**src/rtl/timer_counter_pkg.sv**
```systemverilog
// Shared definitions for the memory-mapped countdown timer: FSM states, register
// offsets (dev_addr[3:2]), CTRL bit positions and MODE encodings.
package timer_counter_pkg;

    typedef enum logic [1:0] {
        ST_IDLE = 2'd0,
        ST_LOAD = 2'd1,
        ST_CNT  = 2'd2,
        ST_INT  = 2'd3
    } state_e;

    localparam logic [1:0] REG_CTRL   = 2'd0;
    localparam logic [1:0] REG_PRESET = 2'd1;
    localparam logic [1:0] REG_COUNT  = 2'd2;
    localparam logic [1:0] REG_PRESC  = 2'd3;

    localparam int CTRL_W        = 4;
    localparam int CTRL_EN       = 0;
    localparam int CTRL_MODE_LSB = 1;
    localparam int CTRL_IM       = 3;

    localparam logic [1:0] MODE_ONESHOT = 2'b00;
    localparam logic [1:0] MODE_RELOAD  = 2'b01;

    localparam logic [CTRL_W-1:0] CTRL_RESET = {1'b0, MODE_ONESHOT, 1'b0};

    // Only MODE=01 reloads; both 1x encodings fall back to one-shot.
    function automatic logic is_reload(input logic [CTRL_W-1:0] ctrl);
        return ctrl[CTRL_MODE_LSB +: 2] == MODE_RELOAD;
    endfunction

endpackage

```
**src/rtl/timer_prescaler.sv**
```systemverilog
// Tick generator: pulses tick_o once every presc_i+1 enabled cycles; held at zero while clear_i.
module timer_prescaler #(
    parameter int PRESC_W = 16
) (
    input  logic               clk,
    input  logic               reset,
    input  logic               clear_i,
    input  logic [PRESC_W-1:0] presc_i,
    output logic               tick_o
);

    logic [PRESC_W-1:0] cnt_q, cnt_d;

    // >= keeps the divider sane if PRESC is lowered below the running count.
    assign tick_o = !clear_i && (cnt_q >= presc_i);

    always_comb begin
        cnt_d = cnt_q;
        if (clear_i || tick_o) begin
            cnt_d = '0;
        end else begin
            cnt_d = cnt_q + 1'b1;
        end
    end

    always_ff @(posedge clk) begin
        if (reset) begin
            cnt_q <= '0;
        end else begin
            cnt_q <= cnt_d;
        end
    end

endmodule

```
**src/rtl/timer_counter.sv**
```systemverilog
// Memory-mapped countdown timer (CTRL/PRESET/COUNT/PRESC) with level irq.
// Optional prescaler enabled by defining TIMER_PRESCALER_EN.
module timer_counter
    import timer_counter_pkg::*;
#(
    parameter int DATA_W  = 32,
    parameter int PRESC_W = 16
) (
    input  logic              clk,
    input  logic              reset,
    input  logic [31:0]       dev_addr,
    input  logic [3:0]        dev_byteen,
    input  logic [DATA_W-1:0] dev_wdata,
    output logic [DATA_W-1:0] dev_rdata,
    output logic              irq
);

    state_e              state_q, state_d;
    logic [CTRL_W-1:0]   ctrl_q, ctrl_d;
    logic [DATA_W-1:0]   preset_q, preset_d;
    logic [DATA_W-1:0]   count_q, count_d;
    logic                flag_q, flag_d;
    logic [DATA_W-1:0]   wmask;
    logic [DATA_W-1:0]   presc_rd;
    logic                tick;
    logic                wr_en;
    logic                ctrl_wr;
    logic                preset_wr;
    logic [1:0]          reg_sel;
    logic                unused_addr;

    assign reg_sel     = dev_addr[3:2];
    assign wr_en       = |dev_byteen;
    assign ctrl_wr     = wr_en && (reg_sel == REG_CTRL);
    assign preset_wr   = wr_en && (reg_sel == REG_PRESET);
    assign unused_addr = ^{dev_addr[31:4], dev_addr[1:0]};

    // Byte-lane write mask; one byte enable per 8 data bits.
    genvar gi;
    generate
        for (gi = 0; gi < DATA_W / 8; gi++) begin : g_lane
            assign wmask[8*gi +: 8] = {8{dev_byteen[gi]}};
        end
    endgenerate

`ifdef TIMER_PRESCALER_EN
    logic [PRESC_W-1:0] presc_q, presc_d;
    logic [DATA_W-1:0]  presc_merged;

    assign presc_merged = (DATA_W'(presc_q) & ~wmask) | (dev_wdata & wmask);
    assign presc_rd     = DATA_W'(presc_q);

    always_comb begin
        presc_d = presc_q;
        if (wr_en && (reg_sel == REG_PRESC)) begin
            presc_d = presc_merged[PRESC_W-1:0];
        end
    end

    always_ff @(posedge clk) begin
        if (reset) begin
            presc_q <= '0;
        end else begin
            presc_q <= presc_d;
        end
    end

    timer_prescaler #(
        .PRESC_W (PRESC_W)
    ) u_prescaler (
        .clk     (clk),
        .reset   (reset),
        .clear_i (state_q != ST_CNT),
        .presc_i (presc_q),
        .tick_o  (tick)
    );
`else
    localparam int UNUSED_PRESC_W = PRESC_W;
    assign presc_rd = '0;
    assign tick     = 1'b1;
`endif

    always_comb begin
        state_d  = state_q;
        ctrl_d   = ctrl_q;
        preset_d = preset_q;
        count_d  = count_q;
        flag_d   = flag_q;

        unique case (state_q)
            ST_IDLE: begin
                if (ctrl_q[CTRL_EN]) begin
                    state_d = ST_LOAD;
                end
            end
            ST_LOAD: begin
                count_d = preset_q;
                state_d = ST_CNT;
            end
            ST_CNT: begin
                if (!ctrl_q[CTRL_EN]) begin
                    state_d = ST_IDLE;
                end else if (tick) begin
                    if (count_q > DATA_W'(1)) begin
                        count_d = count_q - DATA_W'(1);
                    end else begin
                        count_d = '0;
                        flag_d  = 1'b1;
                        state_d = ST_INT;
                    end
                end
            end
            ST_INT: begin
                if (is_reload(ctrl_q)) begin
                    flag_d  = 1'b0;
                    state_d = ST_LOAD;
                end else begin
                    ctrl_d[CTRL_EN] = 1'b0;
                    state_d         = ST_IDLE;
                end
            end
            default: state_d = ST_IDLE;
        endcase

        // Software stores are applied last so they win over the FSM's EN clear.
        if (ctrl_wr) begin
            flag_d = 1'b0;
            if (dev_byteen[0]) begin
                ctrl_d = dev_wdata[CTRL_W-1:0];
            end
        end
        if (preset_wr) begin
            preset_d = (preset_q & ~wmask) | (dev_wdata & wmask);
        end
    end

    always_ff @(posedge clk) begin
        if (reset) begin
            state_q  <= ST_IDLE;
            ctrl_q   <= CTRL_RESET;
            preset_q <= '0;
            count_q  <= '0;
            flag_q   <= 1'b0;
        end else begin
            state_q  <= state_d;
            ctrl_q   <= ctrl_d;
            preset_q <= preset_d;
            count_q  <= count_d;
            flag_q   <= flag_d;
        end
    end

    assign irq = ctrl_q[CTRL_IM] & flag_q;

    always_comb begin
        dev_rdata = '0;
        case (reg_sel)
            REG_CTRL:   dev_rdata = DATA_W'(ctrl_q);
            REG_PRESET: dev_rdata = preset_q;
            REG_COUNT:  dev_rdata = count_q;
            REG_PRESC:  dev_rdata = presc_rd;
            default:    dev_rdata = '0;
        endcase
    end

endmodule

```
**config.mk**
```make
export PLATFORM = sky130hd
export DESIGN_NAME = timer_counter
export DESIGN_NICKNAME = d
export VERILOG_FILES = /design/src/rtl/timer_counter_pkg.sv /design/src/rtl/timer_prescaler.sv /design/src/rtl/timer_counter.sv
export SDC_FILE = /design/constraint.sdc
export NUM_CORES = 1
export LEC_CHECK = 0
export CORE_MARGIN = 10
export CORE_UTILIZATION = 40
export CTS_BUF_LIST = sky130_fd_sc_hd__clkbuf_16
export DETAILED_ROUTE_END_ITERATION = 10
export GPL_TIMING_DRIVEN = 0
export PLACE_DENSITY = 0.67
export SLEW_MARGIN = 15
export SYNTH_ARGS = -nofsm -noshare
export SYNTH_HDL_FRONTEND = slang
export SYNTH_SLANG_ARGS = --single-unit
export TNS_END_PERCENT = 5
```
**constraint.sdc**
```tcl
create_clock -name clk -period 5.7 [get_ports clk]
set_clock_uncertainty 0.05 [all_clocks]
set_input_delay 1.425 -clock clk [delete_from_list [all_inputs] [get_ports clk]]
set_output_delay 1.425 -clock clk [all_outputs]
set_load 0.1 [all_outputs]
```
======== After elaboration in Yosys (flattened, before gate mapping) ========
Cells that the tools add are included.
storage, ports and cells
  memories ................................ 0
  flip-flop bits (word level) ............. 71
  input port bits ......................... 70
  RAM bits ................................ 0
  logic and storage cells ................. 54
  output and inout bits ................... 33
  ROM bits ................................ 0
  latch bits .............................. 0
cells by class
  magnitude comparators ................... 1
  divide/modulo/power cells ............... 0
  muxes and demuxes ....................... 17
  add/sub/neg operators ................... 1
  reduce and logical (&&, ||, !) cells .... 12
  bitwise logic cells ..................... 5
  equal/unequal tests ..................... 12
  $mul .................................... 0
  shifts and indexed selects .............. 0
operators with widths
  cell                     number
  $pmux W32 S4             1
  $and A32 B32 Y32         2
  $mux W32                 2
  $pmux W32 S2             1
  $gt A32 B1 Y1 const B    1
  $not A32 Y32             1
  $or A32 B32 Y32          1
  $sub A32 B1 Y32 const B  1
  $eq A2 B2 Y1 const B     4
  $mux W1                  8
  $ne A2 B2 Y1 const B     4
  $pmux W2 S4              1
  $eq A2 B1 Y1 const B     3
  $mux W2                  3
  $reduce_and A2 Y1        3
  $logic_not A2 Y1         2
  $reduce_and A4 Y1        1
  $reduce_bool A2 Y1       2
  $reduce_or A4 Y1         1
  $ne A3 B3 Y1 const B     1
  $logic_and A1 B1 Y1      2
  $pmux W1 S2              1
  $reduce_or A2 Y1         1
  $and A1 B1 Y1            1

======== Longest topological paths before layout ========
  depth after elaboration ................. 5
  gate-level depth with buffers ........... 9
  depth with buffers taken out ............ 7

======== Least setup slack after synthesis ========
OpenSTA, ideal clock, no wires.
  path kind ............................... input port to output port
  start point ............................. in dev_addr[3]
  end point ............................... out dev_rdata[0]
  path slack .............................. 316 ps
  buffers on the path ..................... 1
  cell stages on the path ................. 3
  required time ........................... 4225 ps
  data arrival time ....................... 3909 ps
  path through ............................ clkbuf_1 > mux2i_1 > o21ai_0
on the way
  word-level cells in the longest chain between the ends .. 2
  elaborated cells between the ends (all ways) .. 5
  those cells by class .................... eq/ne (3); mux (1); reduce/logical (1)
RTL lines
  element                                     line                  text
  start, declared                             timer_counter.sv:11   input logic [31:0] dev_addr,
  $eq A2 B2 Y1, or another cell as far along  timer_counter.sv:157  case (reg_sel)
  $pmux W32 S4 *                              timer_counter.sv:157
  end, declared                               timer_counter.sv:14   output logic [DATA_W-1:0] dev_rdata,
Every way passes the cells marked *; elsewhere a longest branch is shown, timed or not.

======== Worst setup path in the final report ========
  start point ............................. in dev_addr[2]
  end point ............................... out dev_rdata[8]
The elaborated chain is that of the path after synthesis.

==> metrics.yaml <==
outcome: "completed"
r2r_end: "count_q[21]$_SDFFE_PP0P_"
cp_slowest_stage_delay_ns: 0.87
clock-sinks: 71
placed_area_sq_um: 4957
rsz0062_at_grt: "no"
drtAntennaViolNets: 0
syn_area_sq_um: 4120
drt_wl_total_microns: 16040
start_util_pct: 41.58
final_hold_viol_count: 0
final_layout_size_suffix_gt1_share_pct: 11.69
drt-pass1-iter-count: 7
synth_edf_count: 0
path_common_cell: "clkbuf_1"
worst_pin_slew_ns: 0.9774
p_leak_uw: 0.001994
grt_use_met1_pct: 26.14
cp_slowest_cell: "dlygate4sd2_1"
num_vias: 4649
final_net_count: 683
coreArea_sq_um: 9910
die_height_microns: 121.5
port_buffers: 67
synth_area_leader_cell: "dfxtp_1"
grt_use_met3_pct: 3.862
power_density_nw_per_um2: 262.2
share_seq_of_total_power_pct: 37.2
wl_per_cell_microns: 21.42
area_growth_pct: 29.64
dp.cells: 733
post_cts_buffers: 0
fp.dieW_microns: 121.5
drt_iter0_drc: 453
cts_root_buffer: "clkbuf_16"
critPathRequiredTime_ns: 4.22
ys_async_sr_fraction_pct: 0
die_area_sq_um: 14760
use_met2_pct: 34.95
r2r_cells: 8
fmax_mhz: 179.5
cts_hold_buf: 0
pin_count: 103
worstSetupPathType: "in2out"
stdcell_count: 749
hold_class: "reg2reg"
path_clk_slew_ns: 0.06
r2r_start: "count_q[9]$_SDFFE_PP0P_"
clk_path_buf_depth: 2
cts-htree-levels: 3
critPathLaunchType: "input pin"
p_sw_share_pct: 27.68
top_usage_layer: "met2"
max_slew_margin_pct: 34.64
seq_area_frac_synth_pct: 34.50
gp_congestion: 0.9499
path_max_fanout: 10
synth_top_area_share_pct: 34.50
arrival_ns: 4.10
grt.total_usage_pct: 21.47
synth_common_cells: "dfxtp_1 (71), a21oi_1 (64), nand2_1 (51)"
grt-ovfl-total: 0
mappedNetlistNets: 605
synth_cell_types: 55
r2r_setup_slack_ns: 2.96
regArea_sq_um: 1421
diodes: 0
synthFlopType: "dfxtp_1"
nFillCells: 967
post-route-period-util_pct: 97.76
synth_warnings: 0
crit_end: "dev_rdata[8]"
grt_pass1_vias: 4635
numCtsBuffers: 9
finalMaxSlewViolations: 0
grt_max_degree: 13
vdd_drop_max_mv: 0.1499
whs_ns: 0.4246
p_switching_uw: 387.7
fin_tns_setup_ns: 0
crit_chain: "clkdlybuf4s50_1 -> nor2b_1 -> clkbuf_1 -> clkbuf_1 -> a22o_1 -> dlygate4sd2_1"
clkLatencyLatePin_ns: 0.35
dp_hpwl_microns: 11360
ys_top_cells_by_area: "dfxtp_1 (34%), a21oi_1 (7.8%), a22o_1 (6.0%), nand3_1 (4.7%), nand2_1 (4.6%)"
tritoncts: "done"
drv_cap: 0
multiInputGateArea_sq_um: 2420
crit_start: "dev_addr[2]"
post-synth-top-count-cell: "dfxtp_1"
power_frac_clock_pct: 46.5
cp-end-kind: "primary output"
combPwrFrac_pct: 16.3
ys_seq_elements: 71
antenna_found_initial: 0
finalCriticalPeriod_ns: 5.572
row_count: 36
synthCells: 533
grt_pass1_wl_microns: 24980
stdcell_area_sq_um: 5341
viasPerCell: 6.207
drc: 0
setup_viol: 0
p_int_uw: 1013
postSynthAreaPerCell_sq_um: 7.730
power.total_uw: 1401
==> kinds of logic after synthesis <==
logic type	Yosys count	share of synthesized area [%]
AOI/OAI and AO/OA	190	31.37
muxes	9	2.187
and+or+nand+nor	192	24.20
buffers and inverters	68	6.924
xor gates and xnor gates	1	0.2126
DFF	71	34.50
adders and majority gates	2	0.6073
==> cell usage in the layout, fill, tap and decap left out, types with 3 or more instances in the layout <==
cell type         n
o221ai_1         10
o32ai_1           7
a31oi_1           3
o21ai_1           4
clkbuf_1         40
nand4_1           5
o21a_1            8
and2_1            7
clkdlybuf4s15_2  30
nand2_1          51
nand3_1          39
nor2_1           29
or2_2             4
dfxtp_1          71
or3_1            10
bufinv_16         3
o22ai_1           8
o31a_1            5
a21oi_1          64
a221oi_1          4
a21o_1            6
a22o_1           28
clkbuf_2          4
nor2b_1           4
a32oi_1           8
nor3_1            8
inv_1            13
mux2i_1           9
nor4_1           12
clkbuf_16         9
buf_2             7
or4_1             9
buf_6             3
clkdlybuf4s50_1  35
o21ai_0          19
==> power by group through the flow <==
stage / clock, uW / sequential, uW / combinational, uW
after floorplan: 0 / 528 / 147
after global placement: 0 / 531 / 219
after detailed placement: 0 / 532 / 224
after CTS: 650 / 521 / 224
after global routing: 672 / 523 / 243
final: 651 / 521 / 228
==> cell type report <==
cell class / count / share of cell area [%]
Multi-Input combinational cell: 394 / 45.30
Sequential cell: 71 / 26.61
Timing Repair Buffer: 67 / 13.21
Buffer: 54 / 4.474
Clock buffer: 9 / 4.216
Tap cell: 133 / 3.115
Clock inverter: 7 / 2.085
Inverter: 14 / 0.9838
==> worst max-delay path, delay by kind of cell <==
kind	cells	cell delay, ns
buffers and inverters	4	2.25
AOI/OAI and AO/OA	1	0.25
and+or+nand+nor	1	0.17
==> worst min-delay path by stage <==
stage	end	slack (ns)	cells past startpoint
after global routing	flop	0.44	2
after floorplan	flop	0.39	2
after detailed placement	flop	0.42	2
after CTS	flop	0.42	2
after global placement	flop	0.41	2
final	flop	0.42	2
==> per-layer routing <==
metal  share of wire (%)  up-vias
met5                   0        -
li1                    -     2150
met1                  41     2224
met4                 3.9        0
met2                  47      234
met3                 8.8       41
==> repair_timing <==
action,in CTS,in global routing
resized for setup,99,4
endpoints found under the setup margin,32,30
cloned,0,0
hold endpoints to repair,0,0
==> metrics by stage <==
| step | util, % | setup slack (ns) |
|---|---|---|
| CTS | 53.81 | 0.05225 |
| global placement | 50.03 | -0.7300 |
| floorplan | - | 0.3160 |
| global route | 53.90 | 0.02559 |
| finish | 53.90 | 0.1277 |
| detailed placement | 50.03 | -0.7560 |
Note: power is estimated with default switching activity, not from simulation.
